File: src/rtl/mine_placer.sv
// Mine-map writer: clears the 256-cell board, then places NUM_MINES distinct mines away from the first click.
// Optional macro SAFE_ZONE_EN widens the exclusion to the clipped 3x3 neighbourhood of the first-click cell.
module mine_placer #(
  parameter int          NUM_MINES = 40,
  parameter logic [15:0] LFSR_SEED = 16'hACE1
) (
  input  logic       clk,
  input  logic       rst,
  input  logic       start,
  input  logic [7:0] safe_addr,
  output logic [7:0] mine_wr_addr,
  output logic       mine_wr_data,
  output logic       mine_wr_en,
  output logic       busy,
  output logic       done,
  output logic [8:0] placed_count
);

`ifdef SAFE_ZONE_EN
  localparam int MAX_MINES = 247;
`else
  localparam int MAX_MINES = 255;
`endif

  localparam logic [8:0]  NUM_MINES_W = NUM_MINES[8:0];
  localparam logic [15:0] LFSR_TAPS   = 16'hB400;

  generate
    if ((NUM_MINES < 1) || (NUM_MINES > MAX_MINES)) begin : g_bad_num_mines
      $error("mine_placer: NUM_MINES out of legal range");
    end
    if (LFSR_SEED == 16'h0000) begin : g_bad_seed
      $error("mine_placer: LFSR_SEED must be nonzero");
    end
  endgenerate

  typedef enum logic [1:0] {
    ST_IDLE  = 2'd0,
    ST_CLEAR = 2'd1,
    ST_PLACE = 2'd2,
    ST_DONE  = 2'd3
  } state_t;

  state_t       state_r;
  logic [15:0]  lfsr_r;
  logic [255:0] shadow_r;
  logic [7:0]   safe_r;
  logic [8:0]   clr_ptr_r;
  logic [8:0]   count_r;
  logic [7:0]   wr_addr_r;
  logic         wr_data_r;
  logic         wr_en_r;
  logic         busy_r;
  logic         done_r;

  logic [15:0]  lfsr_next_s;
  logic [7:0]   cand_s;
  logic [8:0]   count_inc_s;
  logic         reject_s;

`ifdef SAFE_ZONE_EN
  // Coordinates a and b are within one step of each other, without wrapping at the board edge.
  function automatic logic near_1d(input logic [3:0] a, input logic [3:0] b);
    logic hit;
    hit = (a == b);
    if ((b != 4'hF) && (a == (b + 4'd1))) hit = 1'b1;
    if ((b != 4'h0) && (a == (b - 4'd1))) hit = 1'b1;
    return hit;
  endfunction
`endif

  assign cand_s      = lfsr_r[7:0];
  assign count_inc_s = count_r + 9'd1;

  // Galois LFSR next value; the register steps every cycle regardless of state.
  always_comb begin
    lfsr_next_s = {1'b0, lfsr_r[15:1]};
    if (lfsr_r[0]) begin
      lfsr_next_s = {1'b0, lfsr_r[15:1]} ^ LFSR_TAPS;
    end else begin
      lfsr_next_s = {1'b0, lfsr_r[15:1]};
    end
  end

  // Candidate rejection: the first-click cell, already-mined cells, and optionally its neighbours.
  always_comb begin
    reject_s = 1'b0;
    if (cand_s == safe_r) begin
      reject_s = 1'b1;
    end else if (shadow_r[cand_s]) begin
      reject_s = 1'b1;
    end else begin
`ifdef SAFE_ZONE_EN
      reject_s = near_1d(cand_s[3:0], safe_r[3:0]) && near_1d(cand_s[7:4], safe_r[7:4]);
`else
      reject_s = 1'b0;
`endif
    end
  end

  // Generation FSM with registered write port and status outputs.
  always_ff @(posedge clk or posedge rst) begin
    if (rst) begin
      state_r   <= ST_IDLE;
      lfsr_r    <= LFSR_SEED;
      shadow_r  <= 256'd0;
      safe_r    <= 8'h00;
      clr_ptr_r <= 9'd0;
      count_r   <= 9'd0;
      wr_addr_r <= 8'h00;
      wr_data_r <= 1'b0;
      wr_en_r   <= 1'b0;
      busy_r    <= 1'b0;
      done_r    <= 1'b0;
    end else begin
      lfsr_r <= lfsr_next_s;
      case (state_r)
        ST_IDLE: begin
          wr_en_r <= 1'b0;
          done_r  <= 1'b0;
          if (start) begin
            safe_r    <= safe_addr;
            shadow_r  <= 256'd0;
            count_r   <= 9'd0;
            clr_ptr_r <= 9'd0;
            busy_r    <= 1'b1;
            state_r   <= ST_CLEAR;
          end else begin
            busy_r <= 1'b0;
          end
        end
        ST_CLEAR: begin
          wr_en_r   <= 1'b1;
          wr_data_r <= 1'b0;
          wr_addr_r <= clr_ptr_r[7:0];
          clr_ptr_r <= clr_ptr_r + 9'd1;
          if (clr_ptr_r == 9'd255) begin
            state_r <= ST_PLACE;
          end else begin
            state_r <= ST_CLEAR;
          end
        end
        ST_PLACE: begin
          if (!reject_s) begin
            wr_en_r          <= 1'b1;
            wr_data_r        <= 1'b1;
            wr_addr_r        <= cand_s;
            shadow_r[cand_s] <= 1'b1;
            count_r          <= count_inc_s;
            // done rides with the last mine write so the pulse lines up with it on the port
            if (count_inc_s == NUM_MINES_W) begin
              done_r  <= 1'b1;
              state_r <= ST_DONE;
            end else begin
              state_r <= ST_PLACE;
            end
          end else begin
            wr_en_r <= 1'b0;
          end
        end
        ST_DONE: begin
          wr_en_r <= 1'b0;
          done_r  <= 1'b0;
          busy_r  <= 1'b0;
          state_r <= ST_IDLE;
        end
        default: begin
          wr_en_r <= 1'b0;
          done_r  <= 1'b0;
          busy_r  <= 1'b0;
          state_r <= ST_IDLE;
        end
      endcase
    end
  end

  assign mine_wr_addr = wr_addr_r;
  assign mine_wr_data = wr_data_r;
  assign mine_wr_en   = wr_en_r;
  assign busy         = busy_r;
  assign done         = done_r;
  assign placed_count = count_r;

endmodule
File: config.mk
export PLATFORM = sky130hd
export DESIGN_NAME = mine_placer
export DESIGN_NICKNAME = d
export VERILOG_FILES = /design/src/rtl/mine_placer.sv
export SDC_FILE = /design/constraint.sdc
export NUM_CORES = 1
export LEC_CHECK = 0
export ABC_AREA = 1
export CORE_MARGIN = 5
export CORE_UTILIZATION = 45
export CTS_BUF_LIST = sky130_fd_sc_hd__clkbuf_4 sky130_fd_sc_hd__clkbuf_8
export DETAILED_ROUTE_END_ITERATION = 10
export PLACE_DENSITY_LB_ADDON = 0.1
export SETUP_SLACK_MARGIN = 0.05
export SLEW_MARGIN = 10
export SYNTH_ARGS = -nofsm -noshare
export SYNTH_HDL_FRONTEND = slang
export SYNTH_SLANG_ARGS = --single-unit
File: constraint.sdc
create_clock -name clk -period 12.93 [get_ports clk]
set_clock_uncertainty 0.1 [all_clocks]
set_input_delay 3.879 -clock clk [delete_from_list [all_inputs] [get_ports clk]]
set_output_delay 3.879 -clock clk [all_outputs]
set_load 0.03 [all_outputs]
==> run summary, run 1 <==
Result of the run = finished clean
Iteration-0 DRC count of the detailed router = 1899
Final critical-path setup slack = 6.34 ns
Sinks on the clock net = 312
Clock tree root buffer cell = sky130_fd_sc_hd__clkbuf_8
Critical path depth in cells = 7
Crit path buf inv count = 3
Number of placement rows = 75
Via count of the first global-routing pass = 17000
Slowest cell on crit path = sky130_fd_sc_hd__buf_4
Total global routing overflow = 0
Final Max Tran Viols = 0
Number of nets at the end of the flow = 2463
Cts hold-fix bufs = 0
Setup violators final = 0
Pwr Density = 127 nW/µm²
Yosys warning total = 0
CTS tree = yes
Cells resized by post-CTS repair = 0
Fraction of layout instances using a drive strength above 1 = 0.0654
Maximum count of clock buffers along a single path = 3
Count of input and output buffers = 31
Area share of the largest cell type after synthesis = 0.398
Buffers inserted by post-CTS timing repair = 0
WS Path Type = primary input to register
H-tree Lvls = 2
Setup repair after global routing missed its margin = false
Routability congestion estimate from global placement = 0.801
Most common flop cell mapped by yosys = sky130_fd_sc_hd__dfrtp_1
Most numerous cell in the Yosys netlist = sky130_fd_sc_hd__nand2_1
Hpwl dp = 31300 µm
Post-synthesis average cell area = 7.46 µm²
Register-to-Register Path Depth = 16
Area of all sequential standard cells = 7820 µm²
Max-Cap Viols = 0
Core Box Area = 41900 µm²
TritonCTS Buffers = 58
Vias = 18000
Area of the die = 46600 µm²
1st-pass router iterations = 6
Area overhead of the layout relative to synthesis = 6.87%
NetSw = 870 µW
Ratio of final minimum period to clock period = 0.510
Static leakage power = 9.98 nW
Wire length reported by the detailed router = 61900 µm
Worst EP arrival = 7.09 ns
Post-Syn Instances = 2560
Maximum fanout encountered on the critical timing path = 112
Maximum single-stage delay on the critical path = 0.94 ns
Part of the total power dissipated in the clock network = 0.407
Top Family by Delay on Critical Path = buffers and inverters
Multi-input logic area = 9640 µm²
Top post-synthesis cells by count = sky130_fd_sc_hd__nand2_1 (1133), sky130_fd_sc_hd__dfrtp_1 (304), sky130_fd_sc_hd__o2111ai_1 (256)
DRT antenna net count = 0
Maximum number of pins on one net before global-route repair = 176
Timing-limited maximum frequency = 152 MHz
Worst Hold Path Cells = 0
Boundary Pins = 32
Min-Delay Startpoint = lfsr_r[9]$_DFF_PP0_
Number of flops mapped to enable cells by yosys = 0
Overall global routing resource usage = 0.257
Post-placement setup slack = 5.68 ns
Net count of the mapped netlist = 2579
Startpoint of the worst setup timing path = start
CP Capture Type = register
Setup TNS after final layout = 0 ns
Power Total = 2.58 mW
Path class of the lowest-slack min-delay path = register to register
Synthesized flop and latch total = 312
Antenna violations before repair = 0
Register area share after synthesis = 0.409
Worst ir drop on vdd = 0.000139 V
Filler cells = 4235
Global-route wire length before repair = 98000 µm
Cells traversed along the worst timing path = clkbuf_8, or2_2, nand3_4, buf_4, buf_4, nand2_1, nand2_1
Slew of the pin with the lowest slew margin = 1.28 ns
Fraction of power consumed by combinational cells = 0.190
Horizontal die dimension = 216 µm
Floorplan die height = 216 µm
Req. time, crit path = 13.42 ns
Switching share of power = 0.337
Routed wirelength normalized by instance count = 20.4 µm
Main area contributors after synthesis = sky130_fd_sc_hd__dfrtp_1 (40%), sky130_fd_sc_hd__nand2_1 (22%), sky130_fd_sc_hd__o2111ai_1 (12%)
Later-pin clock latency in the skew report = 0.67 ns
Startpoint of the most critical register-to-register path = lfsr_r[0]$_DFF_PP1_
Ys async rst share = 1.00
Utilization after layout = 0.486
Starting Density = 0.455
Clock edge transition at the registers on the reported setup and hold paths = 0.06 ns
Number of diodes = 0
Synth cell types = 31
Remaining max-slew budget at the tightest pin = 0.147
DRC = 0
Internal power = 1.71 mW
Post-synth top area cell = sky130_fd_sc_hd__dfrtp_1
Critical Path Start Type = primary input
Sequential group share of total power = 0.403
Cell area after synthesis = 19100 µm²
Post-detailed-route via-to-cell ratio = 5.94
Worst Hold Margin = 0.249 ns
Min Tclk post-route = 6.59 ns
Final hold violation count = 0
-- through the flow --
stage	area [µm²]	instances
6_report	20400	3030
3_5_place_dp	19100	2923
2_1_floorplan	19100	2560
5_1_grt	20400	3030
4_1_cts	20400	3030
3_3_place_gp	19100	2923
-- worst paths after layout --
| kind | end | slack, ns |
|---|---|---|
| max | shadow_r[116]$_DFFE_PP0P_ | 6.34 |
| min | lfsr_r[8]$_DFF_PP0_ | 0.25 |
| max reg2reg | shadow_r[20]$_DFFE_PP0P_ | 7.28 |
| min reg2reg | lfsr_r[8]$_DFF_PP0_ | 0.25 |
| max in group asynchronous | lfsr_r[1]$_DFF_PP0_ | 7.40 |
| min in group asynchronous | shadow_r[16]$_DFFE_PP0P_ | 3.65 |
-- kinds of logic after synthesis --
kind of cell / Yosys count / share of synthesized area
and+or+nand+nor: 1219 / 0.244
AOI/OAI and AO/OA: 639 / 0.241
buffers and inverters: 356 / 0.0873
DFF: 312 / 0.409
xor gates and xnor gates: 18 / 0.00826
muxes: 8 / 0.00472
adders and majority gates: 8 / 0.00524
-- state kept, by name, indices dropped and copies added, names as in the netlist, named ones only --
register	flops
lfsr_r	16
clr_ptr_r	9
busy	1
placed_count	9
mine_wr_en	1
mine_wr_data	1
done	1
safe_r	8
mine_wr_addr	8
state_r	1
shadow_r	256
-- power groups by stage --
stage	combinational, mW	clock (mW)	sequential [mW]
2_1_floorplan	0.373	0	1.08
3_3_place_gp	0.491	0	1.06
3_5_place_dp	0.488	0	1.06
4_1_cts	0.489	1.07	1.04
5_1_grt	0.526	1.12	1.05
6_report	0.491	1.05	1.04
-- area by class of cell --
| type | instances | area share |
|---|---|---|
| clock inverters | 8 | 0.00331 |
| repair buffers | 58 | 0.0259 |
| well taps | 539 | 0.0331 |
| inverters | 122 | 0.0232 |
| multi-input cells | 1892 | 0.472 |
| flip-flops and latches | 312 | 0.383 |
| clock buffers | 99 | 0.0588 |
-- layer usage --
layer | GRT usage | wire length [µm] | up-vias
met5 | 0 | 0 | -
met4 | 0.0755 | 1640 | 0
met3 | 0.0490 | 4280 | 118
met2 | 0.398 | 27700 | 618
met1 | 0.369 | 28300 | 8826
li1 | - | - | 8423
-- layout by cell type (no fill, tap or decap), types with 8 or more instances in the layout --
master                            count
sky130_fd_sc_hd__nand2_1           1133
sky130_fd_sc_hd__dfrtp_1            303
sky130_fd_sc_hd__o2111ai_1          256
sky130_fd_sc_hd__o21bai_1           174
sky130_fd_sc_hd__o21ai_0            166
sky130_fd_sc_hd__inv_1              118
sky130_fd_sc_hd__clkbuf_8            74
sky130_fd_sc_hd__nor2_1              41
sky130_fd_sc_hd__o21ai_1             30
sky130_fd_sc_hd__clkdlybuf4s50_1     30
sky130_fd_sc_hd__clkbuf_4            26
sky130_fd_sc_hd__buf_4               26
sky130_fd_sc_hd__nand3_1             18
sky130_fd_sc_hd__nand4_1             12
sky130_fd_sc_hd__xnor2_1             11
sky130_fd_sc_hd__a21oi_1             10
sky130_fd_sc_hd__mux2_2               8
Note: power is estimated with default switching activity, not from simulation.
==> run 2: changes to the inputs <==
clock period = 6.4 ns   (was 12.93 ns; I/O delays follow)
==> run 2 against run 1 <==
  * Core utilization up 0.089 points
  * Final area up 0.18%
  * Via count down 0.43%
  * Total power up 100%
  * Sequential power up 100%
  * Flip-flop and latch count unchanged
  * Sequential share of layout area down 0.070 points
  * Clock power up 98%
==> run summary, run 2 (synthesis results as in run 1) <==
Path class of the lowest-slack min-delay path = register to register
Critical path depth in cells = 18 (+11)
Starting Density = 0.455 (unchanged)
Area overhead of the layout relative to synthesis = 7.06%
Cells resized by post-CTS repair = 0 (unchanged)
Min-Delay Startpoint = lfsr_r[9]$_DFF_PP0_
Vias = 17900 (-0.43%)
Clock tree root buffer cell = sky130_fd_sc_hd__clkbuf_8
Top library cells by usage in the layout, fill and taps aside = sky130_fd_sc_hd__nand2_1 (1133), sky130_fd_sc_hd__dfrtp_1 (303), sky130_fd_sc_hd__o2111ai_1 (256), sky130_fd_sc_hd__o21bai_1 (174), sky130_fd_sc_hd__o21ai_0 (166)
Setup repair after global routing missed its margin = false
Most flops, register = shadow_r
Post-detailed-route via-to-cell ratio = 5.92 (-0.23%)
Routed wirelength normalized by instance count = 20.3 µm (-0.63%)
1st-pass router iterations = 6 (unchanged)
Worst Hold Path Cells = 0 (unchanged)
Largest registers = shadow_r (256), lfsr_r (16)
Setup slack of the most critical reg-to-reg path = 2.22 ns (-5.06 ns)
Slowest cell on crit path = sky130_fd_sc_hd__dfstp_4
Hpwl dp = 30600 µm (-2.3%)
Min Tclk post-route = 4.18 ns
Cells traversed along the worst timing path = buf_12, o21ai_0, nand2_1, nand2_1, nand2_1, nand2_1, nor2_1, nor2_1, nor2_1, nand2_1, nor2_1, nand2_1, nor2_4, buf_4, nand2_1, nand2_1, nand2_1, nand2_1
DRC = 0 (unchanged)
Maximum number of pins on one net before global-route repair = 170 (-3.4%)
Max-Cap Viols = 0 (unchanged)
Wire length reported by the detailed router = 61400 µm (-0.82%)
TritonCTS Buffers = 57 (-1.7%)
Routability congestion estimate from global placement = 0.842 (+5.1%)
Worst Hold Margin = 0.250 ns (+0.00175 ns)
Worst flop-to-flop path endpoint = mine_wr_addr[4]$_DFFE_PP0P_
H-tree Lvls = 2 (unchanged)
Number of placement rows = 75 (unchanged)
Setup TNS after final layout = 0 ns (unchanged)
Timing-limited maximum frequency = 239 MHz
Startpoint of the worst setup timing path = lfsr_r[0]$_DFF_PP1_
Via count of the first global-routing pass = 17200 (+0.93%)
Pwr Density = 254 nW/µm² (+100%)
Crit path buf inv count = 2 (-1)
Worst EP arrival = 4.66 ns (-2.43 ns)
Later-pin clock latency in the skew report = 0.68 ns (about the same)
CP Capture Type = register
Critical Path Start Type = register
Count of input and output buffers = 31 (unchanged)
Total global routing overflow = 0 (unchanged)
Final Max Tran Viols = 0 (unchanged)
Number of nets at the end of the flow = 2459 (-0.16%)
Floorplan die height = 216 µm (unchanged)
Iteration-0 DRC count of the detailed router = 1927 (+1.5%)
Startpoint of the most critical register-to-register path = lfsr_r[0]$_DFF_PP1_
Overall global routing resource usage = 0.257 (-0.000431)
Multi-input logic area = 9640 µm² (about the same)
Remaining max-slew budget at the tightest pin = 0.152 (+0.00508)
Fraction of layout instances using a drive strength above 1 = 0.0636 (-0.00185)
DRT antenna net count = 0 (unchanged)
Result of the run = finished clean
Power Total = 5.19 mW (+100%)
Antenna violations before repair = 0 (unchanged)
Clock edge transition at the registers on the reported setup and hold paths = 0.06 ns (about the same)
Buffers inserted by post-CTS timing repair = 0 (unchanged)
Sinks on the clock net = 312 (unchanged)
Global-route wire length before repair = 98500 µm (+0.52%)
End point of the worst hold path = lfsr_r[8]$_DFF_PP0_
Maximum fanout encountered on the critical timing path = 141 (+26%)
Post-placement setup slack = 2.13 ns (-3.55 ns)
Register-to-Register Path Depth = 18 (+2)
Final hold violation count = 0 (unchanged)
Commonest non-fill, non-tap cell in the layout = sky130_fd_sc_hd__nand2_1
Number of diodes = 0 (unchanged)
Core Box Area = 41900 µm² (unchanged)
Req. time, crit path = 6.88 ns (-6.54 ns)
Area of the die = 46600 µm² (unchanged)
Setup violators final = 0 (unchanged)
Critical Path Most Common Cell = sky130_fd_sc_hd__nand2_1
Boundary Pins = 32 (unchanged)
Maximum count of clock buffers along a single path = 3 (unchanged)
Slew of the pin with the lowest slew margin = 1.27 ns (-0.00760 ns)
Cts hold-fix bufs = 0 (unchanged)
Ratio of final minimum period to clock period = 0.653
Top Family by Delay on Critical Path = simple AND/OR/NAND/NOR gates
Horizontal die dimension = 216 µm (unchanged)
WS Path Type = register to register
Maximum single-stage delay on the critical path = 0.86 ns (-0.08 ns)
CTS tree = yes
Filler cells = 4142 (-2.2%)
Max reg flops = 256 (unchanged)
Final critical-path setup slack = 2.22 ns (-4.11 ns)
Worst ir drop on vdd = 0.000192 V (+38%)
Area of all sequential standard cells = 7820 µm² (unchanged)
Static leakage power = 9.98 nW (about the same)
run 2: cell types whose count changed in the layout (fill, tap and decap cells not counted), moves of 2 or more:
cell and delta:
sky130_fd_sc_hd__clkinv_2 -4, sky130_fd_sc_hd__buf_4 -10, sky130_fd_sc_hd__buf_12 +7, sky130_fd_sc_hd__clkbuf_8 +2
run 2: layout make-up:
| class | instances | area share |
|---|---|---|
| multi-input combinational | 1892 | 0.472 |
| sequential | 312 | 0.383 |
| clock buffer | 100 | 0.0597 |
| tap | 539 | 0.0330 |
| timing repair buffer | 55 | 0.0291 |
| inverter | 122 | 0.0230 |
| clock inverter | 4 | 0.00110 |
run 2: per-layer routing:
metal	wire length (µm)	GRT usage	vias up
li1	-	-	8420
met1	27800	0.370	8727
met2	27400	0.393	629
met3	4450	0.0489	132
met4	1750	0.0818	0
met5	0	0	-
run 2: how the worst max path moves through the flow:
stage / to
after floorplan: asynchronous set/reset pin
after global placement: clr_ptr_r[7]$_DFFE_PP0P_
final: mine_wr_addr[4]$_DFFE_PP0P_
after CTS: mine_wr_addr[4]$_DFFE_PP0P_
after global routing: mine_wr_addr[4]$_DFFE_PP0P_
after detailed placement: clr_ptr_r[7]$_DFFE_PP0P_
run 2: per-stage QoR:
stage	area, µm²	std cells	utilization
2_1_floorplan	19100	2560	-
6_report	20400	3024	0.487
5_1_grt	20400	3024	0.487
3_3_place_gp	19200	2920	0.458
3_5_place_dp	19200	2920	0.458
4_1_cts	20400	3024	0.487
run 2: worst reg2reg max path, cell delays in order (launching register included):
cell and delay (ns):
sky130_fd_sc_hd__dfstp_4 0.86, sky130_fd_sc_hd__buf_12 0.55, sky130_fd_sc_hd__o21ai_0 0.31, sky130_fd_sc_hd__nand2_1 0.09
sky130_fd_sc_hd__nand2_1 0.10, sky130_fd_sc_hd__nand2_1 0.08, sky130_fd_sc_hd__nand2_1 0.10, sky130_fd_sc_hd__nor2_1 0.10
sky130_fd_sc_hd__nor2_1 0.05, sky130_fd_sc_hd__nor2_1 0.13, sky130_fd_sc_hd__nand2_1 0.06, sky130_fd_sc_hd__nor2_1 0.11
sky130_fd_sc_hd__nand2_1 0.12, sky130_fd_sc_hd__nor2_4 0.16, sky130_fd_sc_hd__buf_4 0.35, sky130_fd_sc_hd__nand2_1 0.35
sky130_fd_sc_hd__nand2_1 0.34, sky130_fd_sc_hd__nand2_1 0.09, sky130_fd_sc_hd__nand2_1 0.06
run 2: report_power, final:
group / total, mW / switching, mW / internal [mW]
Combinational: 1.01 / 0.797 / 0.215
Clock: 2.08 / 0.893 / 1.18
Sequential: 2.11 / 0.0502 / 2.06
